[src/rtl/adc_bridge_pkg.sv]
// -----------------------------------------------------------------------------
// adc_bridge_pkg
// Shared definitions for the ADC SPI bridge:
//   - bridge_state_t : sequencing FSM states
//   - ctrl_in / status_out bit positions
//   - ADC word geometry (12 data bits preceded by 4 leading zeros)
//   - din_bit()      : address bit driven on DIN for a given falling-edge index
// Configuration macro honoured by the bridge: ADC_AVG_EN (4-frame averaging).
// -----------------------------------------------------------------------------
package adc_bridge_pkg;

    typedef enum logic [2:0] {
        ST_IDLE    = 3'd0,
        ST_FRAME_A = 3'd1,
        ST_GAP     = 3'd2,
        ST_FRAME_D = 3'd3,
        ST_DONE    = 3'd4
    } bridge_state_t;

    // ctrl_in fields
    localparam int START_BIT = 0;
    localparam int CH_LSB    = 1;
    localparam int CH_WIDTH  = 3;
    localparam int BSEL_BIT  = 4;

    // status_out fields
    localparam int BUSY_BIT  = 8;
    localparam int DONE_BIT  = 9;

    // ADC word geometry
    localparam int ADC_BITS   = 12;
    localparam int LEAD_ZEROS = 4;

    // Averaging build: number of data frames and accumulator width
    localparam int AVG_FRAMES = 4;
    localparam int ACC_BITS   = ADC_BITS + 2;

    // The ADC reads its 3-bit channel address MSB first on falling edges 2..4
    // of the frame; every other DIN bit is a don't-care that we keep at 0.
    function automatic logic din_bit(input logic [2:0] addr, input logic [3:0] idx);
        logic b;
        case (idx)
            4'd2:    b = addr[2];
            4'd3:    b = addr[1];
            4'd4:    b = addr[0];
            default: b = 1'b0;
        endcase
        return b;
    endfunction

endpackage

[src/rtl/adc_spi_bridge_spi_frame_engine.sv]
// -----------------------------------------------------------------------------
// spi_frame_engine
// Runs exactly one SPI frame of FRAME_BITS SCLK periods when frame_start pulses.
// Each period is SCLK high for CLK_DIV clocks, then low for CLK_DIV clocks.
// DIN changes together with SCLK falling; DOUT is sampled where SCLK rises.
//
// Ports:
//   clk, reset_n   : clock, asynchronous active-low reset
//   frame_start    : one-cycle pulse, frame begins (CS low) on the next cycle
//   addr           : channel address shifted out on DIN (latched at start)
//   cs_n, sclk, din: registered SPI outputs (idle 1 / 1 / 0)
//   sample_valid   : high in the clk cycle whose edge raises SCLK; the parent
//                    samples adc_dout at that edge
//   sample_idx     : 0-based index of the sample being taken
//   frame_done     : high in the last clk cycle of the frame (sample 15)
// -----------------------------------------------------------------------------
module spi_frame_engine
    import adc_bridge_pkg::*;
#(
    parameter int CLK_DIV    = 25,
    parameter int FRAME_BITS = 16
)
(
    input  logic                          clk,
    input  logic                          reset_n,
    input  logic                          frame_start,
    input  logic [CH_WIDTH-1:0]           addr,
    output logic                          cs_n,
    output logic                          sclk,
    output logic                          din,
    output logic                          sample_valid,
    output logic [$clog2(FRAME_BITS)-1:0] sample_idx,
    output logic                          frame_done
);

    localparam int PH_W  = (CLK_DIV > 1) ? $clog2(CLK_DIV) : 1;
    localparam int BIT_W = $clog2(FRAME_BITS);

    logic [PH_W-1:0]     phase_reg;
    logic [BIT_W-1:0]    bit_reg;
    logic [CH_WIDTH-1:0] addr_reg;
    logic                cs_n_reg;
    logic                sclk_reg;
    logic                din_reg;

    logic phase_last;
    logic bit_last;
    logic active;

    assign active     = ~cs_n_reg;
    assign phase_last = (phase_reg == PH_W'(CLK_DIV - 1));
    assign bit_last   = (bit_reg == BIT_W'(FRAME_BITS - 1));

    // sclk_reg doubles as the half-period flag: 1 = high half, 0 = low half.
    assign sample_valid = active & ~sclk_reg & phase_last;
    assign frame_done   = sample_valid & bit_last;
    assign sample_idx   = bit_reg;

    assign cs_n = cs_n_reg;
    assign sclk = sclk_reg;
    assign din  = din_reg;

    always_ff @(posedge clk or negedge reset_n) begin
        if (!reset_n) begin
            phase_reg <= '0;
            bit_reg   <= '0;
            addr_reg  <= '0;
            cs_n_reg  <= 1'b1;
            sclk_reg  <= 1'b1;
            din_reg   <= 1'b0;
        end else if (frame_start) begin
            phase_reg <= '0;
            bit_reg   <= '0;
            addr_reg  <= addr;
            cs_n_reg  <= 1'b0;
            sclk_reg  <= 1'b1;
            din_reg   <= 1'b0;
        end else if (active) begin
            if (phase_last) begin
                phase_reg <= '0;
                if (sclk_reg) begin
                    // falling edge: present the next DIN bit
                    sclk_reg <= 1'b0;
                    din_reg  <= din_bit(addr_reg, 4'(bit_reg));
                end else begin
                    // rising edge: sample taken by the parent this cycle
                    sclk_reg <= 1'b1;
                    if (bit_last) begin
                        cs_n_reg <= 1'b1;
                        bit_reg  <= '0;
                        din_reg  <= 1'b0;
                    end else begin
                        bit_reg <= bit_reg + 1'b1;
                    end
                end
            end else begin
                phase_reg <= phase_reg + 1'b1;
            end
        end
    end

endmodule

[src/rtl/adc_spi_bridge.sv]
// -----------------------------------------------------------------------------
// adc_spi_bridge
// Bridges the SoC's 10-bit PIO pair to an 8-channel 12-bit SPI ADC
// (ADC128S022-class). A rising edge on ctrl_in[0] runs an address frame, a
// short CS-high gap and a data frame; the 12-bit result is then presented on
// status_out one byte at a time.
//
// Ports:
//   clk        : system clock (soc PIO domain)
//   reset_n    : asynchronous active-low reset
//   ctrl_in    : [0] start (rising edge), [3:1] channel, [4] byte select,
//                [9:5] ignored
//   status_out : [9] done (sticky), [8] busy, [7:0] result byte
//   adc_cs_n, adc_sclk, adc_din : SPI outputs to the ADC
//   adc_dout   : SPI serial data from the ADC
//
// Build option: define ADC_AVG_EN to run four data frames (with gaps) and
// report the truncated mean of the four conversions.
// -----------------------------------------------------------------------------
module adc_spi_bridge
    import adc_bridge_pkg::*;
#(
    parameter int CLK_DIV    = 25,
    parameter int FRAME_BITS = 16
)
(
    input  logic       clk,
    input  logic       reset_n,
    input  logic [9:0] ctrl_in,
    output logic [9:0] status_out,
    output logic       adc_cs_n,
    output logic       adc_sclk,
    output logic       adc_din,
    input  logic       adc_dout
);

    localparam int PH_W  = (CLK_DIV > 1) ? $clog2(CLK_DIV) : 1;
    localparam int BIT_W = $clog2(FRAME_BITS);

    bridge_state_t state_reg;
    bridge_state_t state_next;

    logic                start_d_reg;
    logic [CH_WIDTH-1:0] ch_reg;
    logic [PH_W-1:0]     gap_cnt_reg;
    logic [ADC_BITS-2:0] shift_reg;
    logic [ADC_BITS-1:0] result_reg;

    logic                start_edge;
    logic                accept;
    logic                gap_last;
    logic                frame_start;
    logic                busy;
    logic                done;
    logic                capture_done;
    logic [CH_WIDTH-1:0] frame_addr;
    logic [ADC_BITS-1:0] sample_word;

    logic                eng_sample_valid;
    logic                eng_frame_done;
    logic [BIT_W-1:0]    eng_sample_idx;

    logic                unused_ctrl;
    assign unused_ctrl = ^ctrl_in[9:5];

`ifdef ADC_AVG_EN
    logic [1:0]          frame_cnt_reg;
    logic [ACC_BITS-1:0] acc_reg;
    logic [ACC_BITS-1:0] acc_sum;
    assign acc_sum = acc_reg + ACC_BITS'(sample_word);
`endif

    assign start_edge = ctrl_in[START_BIT] & ~start_d_reg;
    assign accept     = start_edge & ((state_reg == ST_IDLE) || (state_reg == ST_DONE));
    assign gap_last   = (gap_cnt_reg == PH_W'(CLK_DIV - 1));

    // The engine latches its address on frame_start; at acceptance ch_reg is
    // not loaded yet, so take the channel straight from ctrl_in then.
    assign frame_addr = accept ? ctrl_in[CH_LSB +: CH_WIDTH] : ch_reg;

    // The 12th (LSB) sample is taken on the frame's last cycle, so the final
    // word is the 11 shifted bits plus the live DOUT bit.
    assign sample_word  = {shift_reg, adc_dout};
    assign capture_done = (state_reg == ST_FRAME_D) && eng_frame_done;

    spi_frame_engine #(
        .CLK_DIV    (CLK_DIV),
        .FRAME_BITS (FRAME_BITS)
    ) u_engine (
        .clk          (clk),
        .reset_n      (reset_n),
        .frame_start  (frame_start),
        .addr         (frame_addr),
        .cs_n         (adc_cs_n),
        .sclk         (adc_sclk),
        .din          (adc_din),
        .sample_valid (eng_sample_valid),
        .sample_idx   (eng_sample_idx),
        .frame_done   (eng_frame_done)
    );

    // ---------------------------------------------------------------- FSM
    always_ff @(posedge clk or negedge reset_n) begin
        if (!reset_n) begin
            state_reg <= ST_IDLE;
        end else begin
            state_reg <= state_next;
        end
    end

    always_comb begin
        state_next = state_reg;
        case (state_reg)
            ST_IDLE, ST_DONE: begin
                if (accept) state_next = ST_FRAME_A;
            end
            ST_FRAME_A: begin
                if (eng_frame_done) state_next = ST_GAP;
            end
            ST_GAP: begin
                if (gap_last) state_next = ST_FRAME_D;
            end
            ST_FRAME_D: begin
                if (eng_frame_done) begin
`ifdef ADC_AVG_EN
                    state_next = (frame_cnt_reg == 2'(AVG_FRAMES - 1)) ? ST_DONE : ST_GAP;
`else
                    state_next = ST_DONE;
`endif
                end
            end
            default: state_next = ST_IDLE;
        endcase
    end

    always_comb begin
        busy        = 1'b0;
        done        = 1'b0;
        frame_start = 1'b0;
        case (state_reg)
            ST_IDLE:    frame_start = accept;
            ST_DONE: begin
                done        = 1'b1;
                frame_start = accept;
            end
            ST_FRAME_A: busy = 1'b1;
            ST_GAP: begin
                busy        = 1'b1;
                frame_start = gap_last;
            end
            ST_FRAME_D: busy = 1'b1;
            default: ;
        endcase
    end

    // ---------------------------------------------------------------- datapath
    always_ff @(posedge clk or negedge reset_n) begin
        if (!reset_n) begin
            start_d_reg <= 1'b0;
            ch_reg      <= '0;
            gap_cnt_reg <= '0;
            shift_reg   <= '0;
            result_reg  <= '0;
        end else begin
            start_d_reg <= ctrl_in[START_BIT];

            if (accept) begin
                ch_reg <= ctrl_in[CH_LSB +: CH_WIDTH];
            end

            if (state_reg == ST_GAP) begin
                gap_cnt_reg <= gap_last ? '0 : gap_cnt_reg + 1'b1;
            end else begin
                gap_cnt_reg <= '0;
            end

            // Leading-zero samples are skipped; the rest shift in MSB first.
            if ((state_reg == ST_FRAME_D) && eng_sample_valid &&
                (eng_sample_idx >= BIT_W'(LEAD_ZEROS))) begin
                shift_reg <= sample_word[ADC_BITS-2:0];
            end

`ifdef ADC_AVG_EN
            if (capture_done && (frame_cnt_reg == 2'(AVG_FRAMES - 1))) begin
                result_reg <= acc_sum[ACC_BITS-1:2];
            end
`else
            if (capture_done) begin
                result_reg <= sample_word;
            end
`endif
        end
    end

`ifdef ADC_AVG_EN
    always_ff @(posedge clk or negedge reset_n) begin
        if (!reset_n) begin
            frame_cnt_reg <= '0;
            acc_reg       <= '0;
        end else if (accept) begin
            frame_cnt_reg <= '0;
            acc_reg       <= '0;
        end else if (capture_done) begin
            frame_cnt_reg <= frame_cnt_reg + 1'b1;
            acc_reg       <= acc_sum;
        end
    end
`endif

    // ---------------------------------------------------------------- status
    always_comb begin
        status_out           = '0;
        status_out[DONE_BIT] = done;
        status_out[BUSY_BIT] = busy;
        status_out[7:0]      = ctrl_in[BSEL_BIT] ? {4'h0, result_reg[ADC_BITS-1:8]}
                                                 : result_reg[7:0];
    end

endmodule

[config.mk]
export PLATFORM = sky130hd
export DESIGN_NAME = adc_spi_bridge
export DESIGN_NICKNAME = d
export VERILOG_FILES = /design/src/rtl/adc_bridge_pkg.sv /design/src/rtl/adc_spi_bridge_spi_frame_engine.sv /design/src/rtl/adc_spi_bridge.sv
export SDC_FILE = /design/constraint.sdc
export NUM_CORES = 1
export LEC_CHECK = 0
export CORE_MARGIN = 4
export CORE_UTILIZATION = 55
export CTS_CLUSTER_DIAMETER = 80
export CTS_CLUSTER_SIZE = 20
export DETAILED_ROUTE_END_ITERATION = 16
export PLACE_DENSITY_LB_ADDON = 0.25
export SLEW_MARGIN = 20
export SYNTH_ARGS = -nofsm -noshare
export SYNTH_HDL_FRONTEND = slang
export SYNTH_SLANG_ARGS = --single-unit
[constraint.sdc]
create_clock -name clk -period 2.4 [get_ports clk]
set_input_delay 0.48 -clock clk [delete_from_list [all_inputs] [get_ports clk]]
set_output_delay 0.48 -clock clk [all_outputs]
set_load 0.01 [all_outputs]
==> metrics.cfg, run 1 <==
[worst_setup_path]
critPathRequiredTime_ps=2590
arrival_ps=2380
timing.rr.start=u_engine.phase_reg[0]$_DFFE_PN0P_
r2r_slack_ps=210
cp-start-kind=flop
slowest_delay_ps=670
path_class=flop to flop
r2r_end=result_reg[11]$_DFFE_PN0P_
cp-end-kind=flop
cp_cell_sequence=inv_1 > ha_1 > and3b_1 > nand2_4 > or3_1 > mux2_4
r2r.worst_path.cells=6
crit_slowest_cell=or3_1
cp_max_fo=13

[layout]
seq_area_um2=1254
multi_input_area_um2=1018
n_fill_cell=285
largest_register_ffs=12
fin_cells=271
n_antenna_cell=0
area_delta_synth_final_pct=14.82
nNetsFinal=241
drive_gt1_share_pct=24.43
fin_util_pct=66.66

[clock_network]
post_cts_buffers=0
cts_buffers=5
clkTransAtPathRegs_ps=80
clock-sinks=50
cts_buffer_depth=2
htree_levels=2
clock_latency_ps=300
ctsHoldBuffers=0
cts_tree=yes
cts.root.buffer_cell=clkbuf_8

[min_path]
min-delay-path-class=input port to async pin

[timing]
rsz0062_at_grt=no
slew_headroom_pct=52.92
fin_crit_ps=2188
worst_slew_pin_slew_ps=706.1
setup_slack_ps=211.6
setup-violations-final=0
finalHoldViolCount=0
period_share_pct=91.19
fmax_ghz=0.4569
hold_slack_ps=185.1
fin_skew_ps=6.010
slew_viol_final=0

[synthesis]
synth-edff-count=0
ys.flop_type=dfrtp_1
synth_most_common_cell=dfrtp_1
synth_nets=216
syn_avg_cell_area_um2=12.10
yosys.cell_types.count=40
netlist_top_cells_count=48 x dfrtp_1, 24 x mux2_2, 16 x nor2_1
synth-async-reset-ratio_pct=100.0
ys_ff_latch=50
syn-cell-area_um2=2372
synth_top_area_share_pct=50.63
syn_inst=196
yosys-top-cells-area=dfrtp_1 51%, mux2_2 11%, mux2_4 5.7%
synth_largest_area_cell=dfrtp_1
yosysSeqAreaShare_pct=52.85
synth_warnings=0

[run]
maxCapViolCount=0

[power]
p_clk_share_pct=29.1
leakage_uw=0.001296
internal-power_uw=1493
combPwrFrac_pct=18.6
power_frac_seq_pct=52.4
vdd_drop_max_mv=0.5557
power_density_nw_per_um2=752.0
swShare_pct=27.11
p_sw_uw=555.3
power_uw=2048

[global_route]
grt_pass1_wl_um=7210
grt_max_degree=30
overflow=0
grt_usage_pct=17.64
antenna_found_initial=0
grt_pass1_vias=1626

[die]
ios=26
start_util_pct=58.05
core_area_um2=4086
die_x_um=73.68
rows=23
die_h_um=73.68
die_area_um2=5428

[placed_design]
pre_cts_slack_ps=-39.41
dp_cells=264
port_buffers=20
place_hpwl_um=2990
gp_congestion=0.9004

[detailed_routing]
post_drt_wl_per_cell_um=14.88
via_per_inst=5.627
drc_errors=0
detail_route.first_pass.iterations=4
dr.first_iter.drc_count=72
ant_nets=0
vias=1525
wirelength_um=4033

[run_status]
status=finished, final reports clean

==> per-layer routing <==
metal  wire (µm)  track usage, %
met1        1757           21.88
met2        2024           28.25
met3         170           5.335
met4          80           8.048
met5           0               0
==> per-stage QoR <==
step / TNS, ps / area [µm²]
CTS: 0 / 2724
global route: 0 / 2724
floorplan: 0 / 2372
global placement: -96.90 / 2613
finish: 0 / 2724
detailed placement: -130.9 / 2613
==> kinds of logic after synthesis <==
family / synth area share [%]
buffers and inverters: 4.219
flip-flops: 52.85
AO/OA/AOI/OAI: 4.430
adder cells (fa/ha/maj): 3.692
AND/OR/NAND/NOR: 15.03
XOR/XNOR: 1.846
multiplexers: 17.93
==> cells in the final DEF (no fill, tap or decap), types with 2 or more instances in the layout <==
cell,count
dfrtp_1,48
mux2_2,24
clkdlybuf4s50_1,18
nor2_1,16
nand2_1,11
nand3_1,9
a21oi_1,9
mux2_4,9
inv_1,8
ha_1,7
buf_4,7
nor2b_1,6
clkbuf_8,6
o21ai_0,5
xor2_1,4
nor3_1,3
nor3b_1,2
and3_1,2
nand4_1,2
nand3b_1,2
mux2i_1,2
dfstp_2,2
==> final cells by class <==
cell class | count | area share, %
sequential | 50 | 46.03
multi-input combinational | 129 | 37.39
timing repair buffer | 27 | 9.049
clock buffer | 6 | 3.032
tap | 50 | 2.297
clock inverter | 1 | 1.102
inverter | 8 | 1.102
==> power groups by stage <==
| stage | clock network, µW | registers [µW] | logic (µW) |
|---|---|---|---|
| floorplan | 0 | 1060 | 275 |
| global placement | 0 | 1070 | 363 |
| detailed placement | 0 | 1090 | 385 |
| CTS | 613 | 1070 | 387 |
| global route | 648 | 1090 | 441 |
| finish | 595 | 1070 | 380 |
==> worst max-delay path: cells and delay by family (launching register included) <==
kind,cells,cell delay [ps]
adders and majority gates,1,160
buffers and inverters,1,70
DFF,1,430
muxes,1,400
and+or+nand+nor,3,1000
==> what timing repair did <==
item                       CTS  global route
hold endpoints to repair     0             0
resized for setup            1             0
setup endpoints to repair    4             0
==> worst max path at each step <==
stage	start	to	slack [ps]	cells after the start
after floorplan	u_engine.phase_reg[0]$_DFFE_PN0P_	result_reg[10]$_DFFE_PN0P_	370	9
after global placement	ctrl_in[4]	status_out[1]	-30	3
after detailed placement	ctrl_in[4]	status_out[1]	-40	3
after CTS	u_engine.phase_reg[0]$_DFFE_PN0P_	result_reg[11]$_DFFE_PN0P_	200	6
after global routing	u_engine.phase_reg[0]$_DFFE_PN0P_	result_reg[3]$_DFFE_PN0P_	100	6
final	u_engine.phase_reg[0]$_DFFE_PN0P_	result_reg[11]$_DFFE_PN0P_	210	6
Note: power is estimated with default switching activity, not from simulation.
==> inputs of run 2 (changes only) <==
CTS_CLUSTER_DIAMETER = 40   (was 80)
clock period = 2.5 ns   (was 2.4 ns; I/O delays follow)
==> metrics.cfg, run 2 (synthesized netlist as in run 1, its figures left out) <==
[timing]
fin_crit_ps=2211
setup-violations-final=0
slew_viol_final=0
tns_ps=0
slew_headroom_pct=50.68
fin_skew_ps=6.082
period_share_pct=88.42
finalHoldViolCount=0
setup_slack_ps=289.5
rsz0062_at_grt=no
fmax_ghz=0.4524
worst_slew_pin_slew_ps=739.7

[global_route]
overflow=0
antenna_found_initial=0
grt_usage_pct=17.88
grt_pass1_wl_um=7417
grt_pass1_vias=1596
grt_max_degree=32

[placed_design]
gp_congestion=0.8507
dp_cells=264
place_hpwl_um=3193
pre_cts_slack_ps=20.04
port_buffers=20

[worst_setup_path]
arrival_ps=2390
cp_max_fo=13
crit_buf_inv=1
cpLargestDelayFamily=simple AND/OR/NAND/NOR gates
cp-end-kind=flop
critPathRequiredTime_ps=2680
crit_slowest_cell=or3_1
slowest_delay_ps=680
cp_cell_sequence=inv_1 > ha_1 > and3b_1 > nand2_4 > or3_1 > mux2_4
cp-start-kind=flop
path_class=flop to flop

[die]
die_area_um2=5428
start_util_pct=58.05
rows=23
ios=26
die_x_um=73.68
die_h_um=73.68
core_area_um2=4086

[layout]
nNetsFinal=241
n_fill_cell=317
fin_cells=272
seq_area_um2=1254
n_antenna_cell=0
fin_util_pct=66.66
largest_register_ffs=12
layout_commonest_cell=dfrtp_1
drive_gt1_share_pct=24.77
multi_input_area_um2=1018
final_cell_mix=48 x dfrtp_1, 24 x mux2_2, 18 x clkdlybuf4s50_1
area_delta_synth_final_pct=14.82

[power]
swShare_pct=27.67
power_density_nw_per_um2=715.8
combPwrFrac_pct=19.1
leakage_uw=0.001304
vdd_drop_max_mv=0.6559
p_sw_uw=539.4
power_frac_seq_pct=52.7
p_clk_share_pct=28.2
internal-power_uw=1410

[min_path]
min-delay-path-class=input port to async pin

[run_status]
status=finished, final reports clean

[clock_network]
clock-sinks=50
htree_levels=2
ctsHoldBuffers=0
cts.root.buffer_cell=clkbuf_8
cts_buffer_depth=2
clkTransAtPathRegs_ps=90
clock_latency_ps=300
cts_tree=yes
cts_buffers=5

[detailed_routing]
via_per_inst=5.570
ant_nets=0
post_drt_wl_per_cell_um=15.93
drc_errors=0
detail_route.first_pass.iterations=4
vias=1515
dr.first_iter.drc_count=71
wirelength_um=4332

[run]
maxCapViolCount=0

## run 2: cell count changes in the layout (fill, tap and decap cells not counted), sizes merged
| cell | before | now |
|---|---|---|
| clkbuf | 6 | 5 |
| clkinv | 0 | 2 |
| dlygate4sd2 | 1 | 0 |
| dlymetal6s2s | 0 | 1 |
## run 2: power by group through the flow
stage / combinational (µW) / sequential (µW) / clock [µW]
2_1_floorplan: 264 / 1020 / 0
3_3_place_gp: 348 / 1030 / 0
3_5_place_dp: 376 / 1040 / 0
4_1_cts: 379 / 1030 / 566
5_1_grt: 424 / 1050 / 612
6_report: 373 / 1030 / 550
## run 2: metrics by stage
stage	hold WS, ps	total power, µW	cell area, µm²
2_1_floorplan	204.4	1283	2372
3_3_place_gp	464.5	1378	2613
3_5_place_dp	474.4	1418	2613
4_1_cts	243.8	1971	2721
5_1_grt	274.0	2083	2724
6_report	230.1	1950	2724
## run 2: repair_timing
action | in CTS | in global routing
resized for setup | 0 | 1
setup buffers | 0 | 0
setup endpoints to repair | 0 | 1
## run 2: worst paths after layout
path                                                   start                   endpoint  slack [ps]  cells past startpoint
setup / recovery           u_engine.phase_reg[0]$_DFFE_PN0P_  result_reg[6]$_DFFE_PN0P_         290                      6
hold / removal                                       reset_n  result_reg[5]$_DFFE_PN0P_         230                      1
setup reg to reg           u_engine.phase_reg[0]$_DFFE_PN0P_  result_reg[6]$_DFFE_PN0P_         290                      6
hold reg to reg                     gap_cnt_reg[0]$_DFF_PN0_   gap_cnt_reg[0]$_DFF_PN0_         490                      1
max in group asynchronous                            reset_n   shift_reg[5]$_DFFE_PN0P_        1660                      2
min in group clk                    gap_cnt_reg[0]$_DFF_PN0_   gap_cnt_reg[0]$_DFF_PN0_         490                      1
## run 2: layer usage
| metal | routed length (µm) | GRT usage, % | share of wire [%] |
|---|---|---|---|
| met1 | 1840 | 22.12 | 42 |
| met2 | 2308 | 31.50 | 53 |
| met3 | 159 | 4.514 | 3.7 |
| met4 | 24 | 3.622 | 0.55 |
| met5 | 0 | 0 | 0 |
## run 2: layout make-up
class	instances	share of cell area [%]
flip-flops and latches	50	46.03
multi-input cells	129	37.39
repair buffers	27	9.187
clock buffers	5	2.526
well taps	50	2.297
clock inverters	3	1.470
inverters	8	1.102
==> RTL change 1: new RTL, flow settings as in run 2 <==
Build with the macro `ADC_AVG_EN` defined.
--- a/src/rtl/adc_spi_bridge.sv
+++ b/src/rtl/adc_spi_bridge.sv
@@ -19,2 +19,4 @@
 // -----------------------------------------------------------------------------
+`define ADC_AVG_EN
+
 module adc_spi_bridge
Behaviour: no difference found for any inputs over 10 cycles, from zero or initial values and one cycle with reset_n low; that may be too few to reach the edited logic, so the function may still have changed.
==> RTL change 1 against run 2 <==
Via count is 66% higher; critical path type is now input port to flop; synthesized cell count is 71% higher; setup slack got worse by 0.20 ns; combinational power is 14% higher; area after synthesis increased by 51%; count of clock-buffer cells in the layout increased by 4; cell area grew 50%; power rose by 35%; sequential cell count rose by 16; fmax is 8.1% lower; wire length increased by 54%; critical path depth rose by 4; sequential share of layout area decreased by 5.5 points.
==> RTL change 1: results <==
export IMPL_vias_per_cell=5.651
export IMPL_routed_wl_met2_mm=3.036
export IMPL_fillers=543
export IMPL_seq_area_frac_synth=0.4632
export IMPL_largest_reg_flops=14
export IMPL_layout_drive_gt1_share=0.1907
export IMPL_placed_area_um2=3877
export IMPL_grt_pass1_vias=2541
export IMPL_place_congestion=0.8535
export IMPL_hold_slack_ns=0.1257
export IMPL_cts_buffers=9
export IMPL_grt_max_degree=46
export IMPL_wl_met1_mm=3.295
export IMPL_ir_drop_mv=0.5244
export IMPL_htree_levels=3
export IMPL_rr_worst_depth=8
export IMPL_wl_per_cell_um=15.02
export IMPL_synth_commonest_cells="64 x dfrtp_1, 34 x nand2_1, 25 x nor2_1, 24 x mux2_2, 20 x ha_1"
export IMPL_status="completed"
export IMPL_drt_iter0_drc=224
export IMPL_path_clk_slew_ns=0.07
export IMPL_dpl_hpwl_mm=4.807
export IMPL_ff2ff_setup_slack_ns=0.24
export IMPL_grt_pass1_wl_mm=11.72
export IMPL_pre_cts_slack_ns=-0.2336
export IMPL_track_usage=0.1931
export IMPL_finalWorstSetupSlack_ns=0.09374
export IMPL_leakagePower_nw=2.021
export IMPL_wl_met3_um=213
export IMPL_cp_arrival_ns=2.64
[RTL change 1: changes by cell type in the layout (fill, tap and decap cells not counted), moves of 9 or more]
cell     delta
ha_1       +13
dfrtp_1    +16
nand2_1    +23
nor2_1      +9
xnor2_1    +10
[RTL change 1: stage by stage]
step / utilization / std cells / setup TNS (ns) / total power, mW
global route: 0.6463 / 444 / 0 / 2.794
global placement: 0.6142 / 428 / -0.9423 / 1.729
floorplan: - / 335 / 0 / 1.611
CTS: 0.6459 / 444 / 0 / 2.660
finish: 0.6463 / 444 / 0 / 2.633
detailed placement: 0.6142 / 428 / -1.245 / 1.753
[RTL change 1: worst max path at each step]
stage | endpoint | depth (start not counted)
after global routing | result_reg[8] | 10
after floorplan | result_reg[3] | 9
after global placement | result_reg[8] | 10
after detailed placement | result_reg[8] | 10
final | result_reg[8] | 10
after CTS | result_reg[8] | 10
[RTL change 1: kinds of logic (layout without fill, tap and decap cells)]
kind of cell / Yosys count / count (layout) / share of synthesized area
flip-flops: 66 / 66 / 0.4632
XOR/XNOR: 16 / 16 / 0.03924
buffers and inverters: 31 / 63 / 0.04135
adder cells (fa/ha/maj): 21 / 21 / 0.07568
AO/OA/AOI/OAI: 58 / 58 / 0.1072
multiplexers: 35 / 35 / 0.1163
AND/OR/NAND/NOR: 108 / 108 / 0.1570
[RTL change 1: worst max-delay path: stages]
cell	delay (ns)
clkdlybuf4s50_1	0.49
ha_1	0.19
inv_1	0.06
fa_1	0.40
nor2b_2	0.16
o2111ai_1	0.12
nand2_1	0.14
a311oi_1	0.12
xnor2_1	0.17
mux2_4	0.28
[RTL change 1: layer usage]
layer,vias to the layer above,track usage
li1,1228,-
met1,1229,0.2663
met2,42,0.3012
met3,10,0.03073
met4,0,0.08654
met5,-,0
[RTL change 1: where the power goes]
part | internal, mW | total (mW) | leakage [nW] | switching [mW]
clock | 0.469 | 0.907 | 0.100 | 0.438
combinational | 0.226 | 0.427 | 1.06 | 0.200
sequential | 1.19 | 1.30 | 0.856 | 0.109
total | 1.89 | 2.63 | 2.02 | 0.748
[RTL change 1: what timing repair did]
item | in CTS | in global routing
pin swaps | 0 | 0
hold buffers | 0 | 0
hold endpoints to repair | 0 | 0
endpoints found under the setup margin | 1 | 3
resized for setup | 1 | 1
[RTL change 1: cell type report]
type,count,area (µm²),share of cell area
Clock buffer,9,123.9,0.03036
Clock inverter,7,77.57,0.01901
Inverter,16,60.06,0.01472
Multi-Input combinational cell,238,1779,0.4361
Sequential cell,66,1654,0.4054
Tap cell,77,96.34,0.02361
Timing Repair Buffer,31,289.0,0.07084
==> RTL change 2: new RTL, flow settings as in run 2 <==
Made on the original files. Add an input register stage for `ctrl_in` and `adc_dout`; this delays them by one clock.
--- a/src/rtl/adc_spi_bridge.sv
+++ b/src/rtl/adc_spi_bridge.sv
@@ -39,2 +39,10 @@
 
+    logic [9:0] ctrl_q;
+    logic adc_dout_q;
+
+    always_ff @(posedge clk) begin
+        ctrl_q     <= ctrl_in;
+        adc_dout_q <= adc_dout;
+    end
+
     bridge_state_t state_reg;
@@ -63,3 +71,3 @@
     logic                unused_ctrl;
-    assign unused_ctrl = ^ctrl_in[9:5];
+    assign unused_ctrl = ^ctrl_q[9:5];
 
@@ -72,3 +80,3 @@
 
-    assign start_edge = ctrl_in[START_BIT] & ~start_d_reg;
+    assign start_edge = ctrl_q[START_BIT] & ~start_d_reg;
     assign accept     = start_edge & ((state_reg == ST_IDLE) || (state_reg == ST_DONE));
@@ -78,3 +86,3 @@
     // not loaded yet, so take the channel straight from ctrl_in then.
-    assign frame_addr = accept ? ctrl_in[CH_LSB +: CH_WIDTH] : ch_reg;
+    assign frame_addr = accept ? ctrl_q[CH_LSB +: CH_WIDTH] : ch_reg;
 
@@ -82,3 +90,3 @@
     // word is the 11 shifted bits plus the live DOUT bit.
-    assign sample_word  = {shift_reg, adc_dout};
+    assign sample_word  = {shift_reg, adc_dout_q};
     assign capture_done = (state_reg == ST_FRAME_D) && eng_frame_done;
@@ -164,6 +172,6 @@
         end else begin
-            start_d_reg <= ctrl_in[START_BIT];
+            start_d_reg <= ctrl_q[START_BIT];
 
             if (accept) begin
-                ch_reg <= ctrl_in[CH_LSB +: CH_WIDTH];
+                ch_reg <= ctrl_q[CH_LSB +: CH_WIDTH];
             end
@@ -214,3 +222,3 @@
         status_out[BUSY_BIT] = busy;
-        status_out[7:0]      = ctrl_in[BSEL_BIT] ? {4'h0, result_reg[ADC_BITS-1:8]}
+        status_out[7:0]      = ctrl_q[BSEL_BIT] ? {4'h0, result_reg[ADC_BITS-1:8]}
                                                  : result_reg[7:0];
Behaviour: not the same (Yosys sat finds a counterexample within 4 cycles, from zero or initial values and one cycle with reset_n low).
==> RTL change 2 against run 2 <==
Wire length is 2.2% higher; register-to-register slack better by 0.06 ns; global-route usage is 1.7 points lower; cell area is 7.2% higher; setup slack got worse by 0.014 ns; hold slack worse by 0.15 ns; sequential cell count is 6 higher; power increased by 9.8%; critical path depth down 4; critical path type is now flop to primary output; area after synthesis is 10% higher; largest power group unchanged.
==> RTL change 2: results <==
export IMPL_status="completed"
export IMPL_synth_adder_area_share=0.03352
export IMPL_placed_cells=268
export IMPL_synth_cells=204
export IMPL_leakagePower_nw=1.358
export IMPL_antenna_found_initial=0
export IMPL_cts_root_buf="clkbuf_8"
export IMPL_cp_slowest_cell="dfxtp_1"
export IMPL_syn_num_nets=224
export IMPL_clk_latency_ns=0.32
export IMPL_p_int_mw=1.537
export IMPL_track_usage=0.1619
export IMPL_fin_skew_ns=0.004909
export IMPL_n_antenna_cell=0
export IMPL_place_congestion=0.8216
export IMPL_wl_per_cell_um=16.04
export IMPL_critPathMaxStageDelay_ns=0.54
export IMPL_synthMuxAreaShare=0.1810
export IMPL_fillers=330
export IMPL_routed_wl_met2_mm=2.148
export IMPL_drt_iter0_drc=83
export IMPL_crit_family="flip-flops"
export IMPL_slew_headroom=0.5272
export IMPL_grt_max_degree=20
export IMPL_synth_commonest_cells="48 x dfrtp_1, 19 x mux2_4, 17 x nor2_1, 14 x mux2_2, 10 x inv_1"
export IMPL_synth_compound_area_frac=0.04741
export IMPL_synthArstFlopShare=0.8929
export IMPL_cts_buffers=5
export IMPL_ir_drop_mv=0.5346
export IMPL_ys_top_cells_by_area="dfrtp_1 46%, mux2_4 11%, mux2_2 6.0%, dfxtp_1 4.6%, ha_1 3.4%"
export IMPL_yosys_cell_types_count=45
export IMPL_layout_drive_gt1_share=0.2545
export IMPL_critical_path_max_fanout=8
export IMPL_cp_arrival_ns=1.72
export IMPL_wl_met3_um=173
export IMPL_placed_area_um2=2798
export IMPL_grt_pass1_vias=1582
export IMPL_vias_per_cell=5.460
export IMPL_seq_area_frac_synth=0.5259
export IMPL_pre_cts_slack_ns=0.3585
export IMPL_cts_post_setup_buffers_inserted=0
export IMPL_dpl_hpwl_mm=3.125
export IMPL_wl_met1_mm=2.039
export IMPL_nets=243
export IMPL_wl_mm=4.426
export IMPL_synth_xor_area_frac=0.02011
export IMPL_grt_pass1_wl_mm=7.583
## RTL change 2: cell types whose count changed after synthesis, moves of 2 or more
cell and change:
nand3_1 -4, buf_6 +3, dfxtp_1 +6, buf_2 -2
nand2_1 -3, inv_1 +2, xnor2_1 +2, mux2_4 +10
mux2_2 -10
## RTL change 2: final cells by class
cell class | instances | area, µm² | area share
repair buffers | 23 | 217.7 | 0.07458
flip-flops and latches | 56 | 1374 | 0.4706
well taps | 52 | 65.06 | 0.02229
clock buffers | 6 | 82.58 | 0.02829
inverters | 10 | 37.54 | 0.01286
multi-input cells | 127 | 1104 | 0.3781
clock inverters | 2 | 38.79 | 0.01329
## RTL change 2: power by group through the flow
stage	Sequential, mW	Combinational [mW]	Clock [mW]
final	1.14	0.367	0.631
after global routing	1.17	0.425	0.670
after CTS	1.15	0.373	0.638
after detailed placement	1.16	0.371	0
after global placement	1.15	0.352	0
after floorplan	1.12	0.328	0
## RTL change 2: cell families after synthesis
logic type,count (synthesis)
XOR/XNOR,6
multiplexers,36
flip-flops,56
AND/OR/NAND/NOR,59
AO/OA/AOI/OAI,19
adder cells (fa/ha/maj),7
buffers and inverters,21
## RTL change 2: final timing paths
kind	start	endpoint	slack, ns	cells past startpoint
max in group asynchronous	reset_n	u_engine.cs_n	1.80	2
hold reg to reg	ctrl_q[0]	start_d_reg	0.38	0
min in group clk	ctrl_q[0]	start_d_reg	0.38	0
setup reg to reg	u_engine.phase_reg[0]	shift_reg[0]	0.35	6
hold / removal	reset_n	gap_cnt_reg[1]	0.08	1
setup / recovery	ctrl_q[4]	status_out[1]	0.28	2
## RTL change 2: routing by layer
metal	GRT usage	vias up
met5	0	-
met4	0.07065	0
met1	0.2035	748
li1	-	731
met3	0.03630	7
met2	0.2674	21
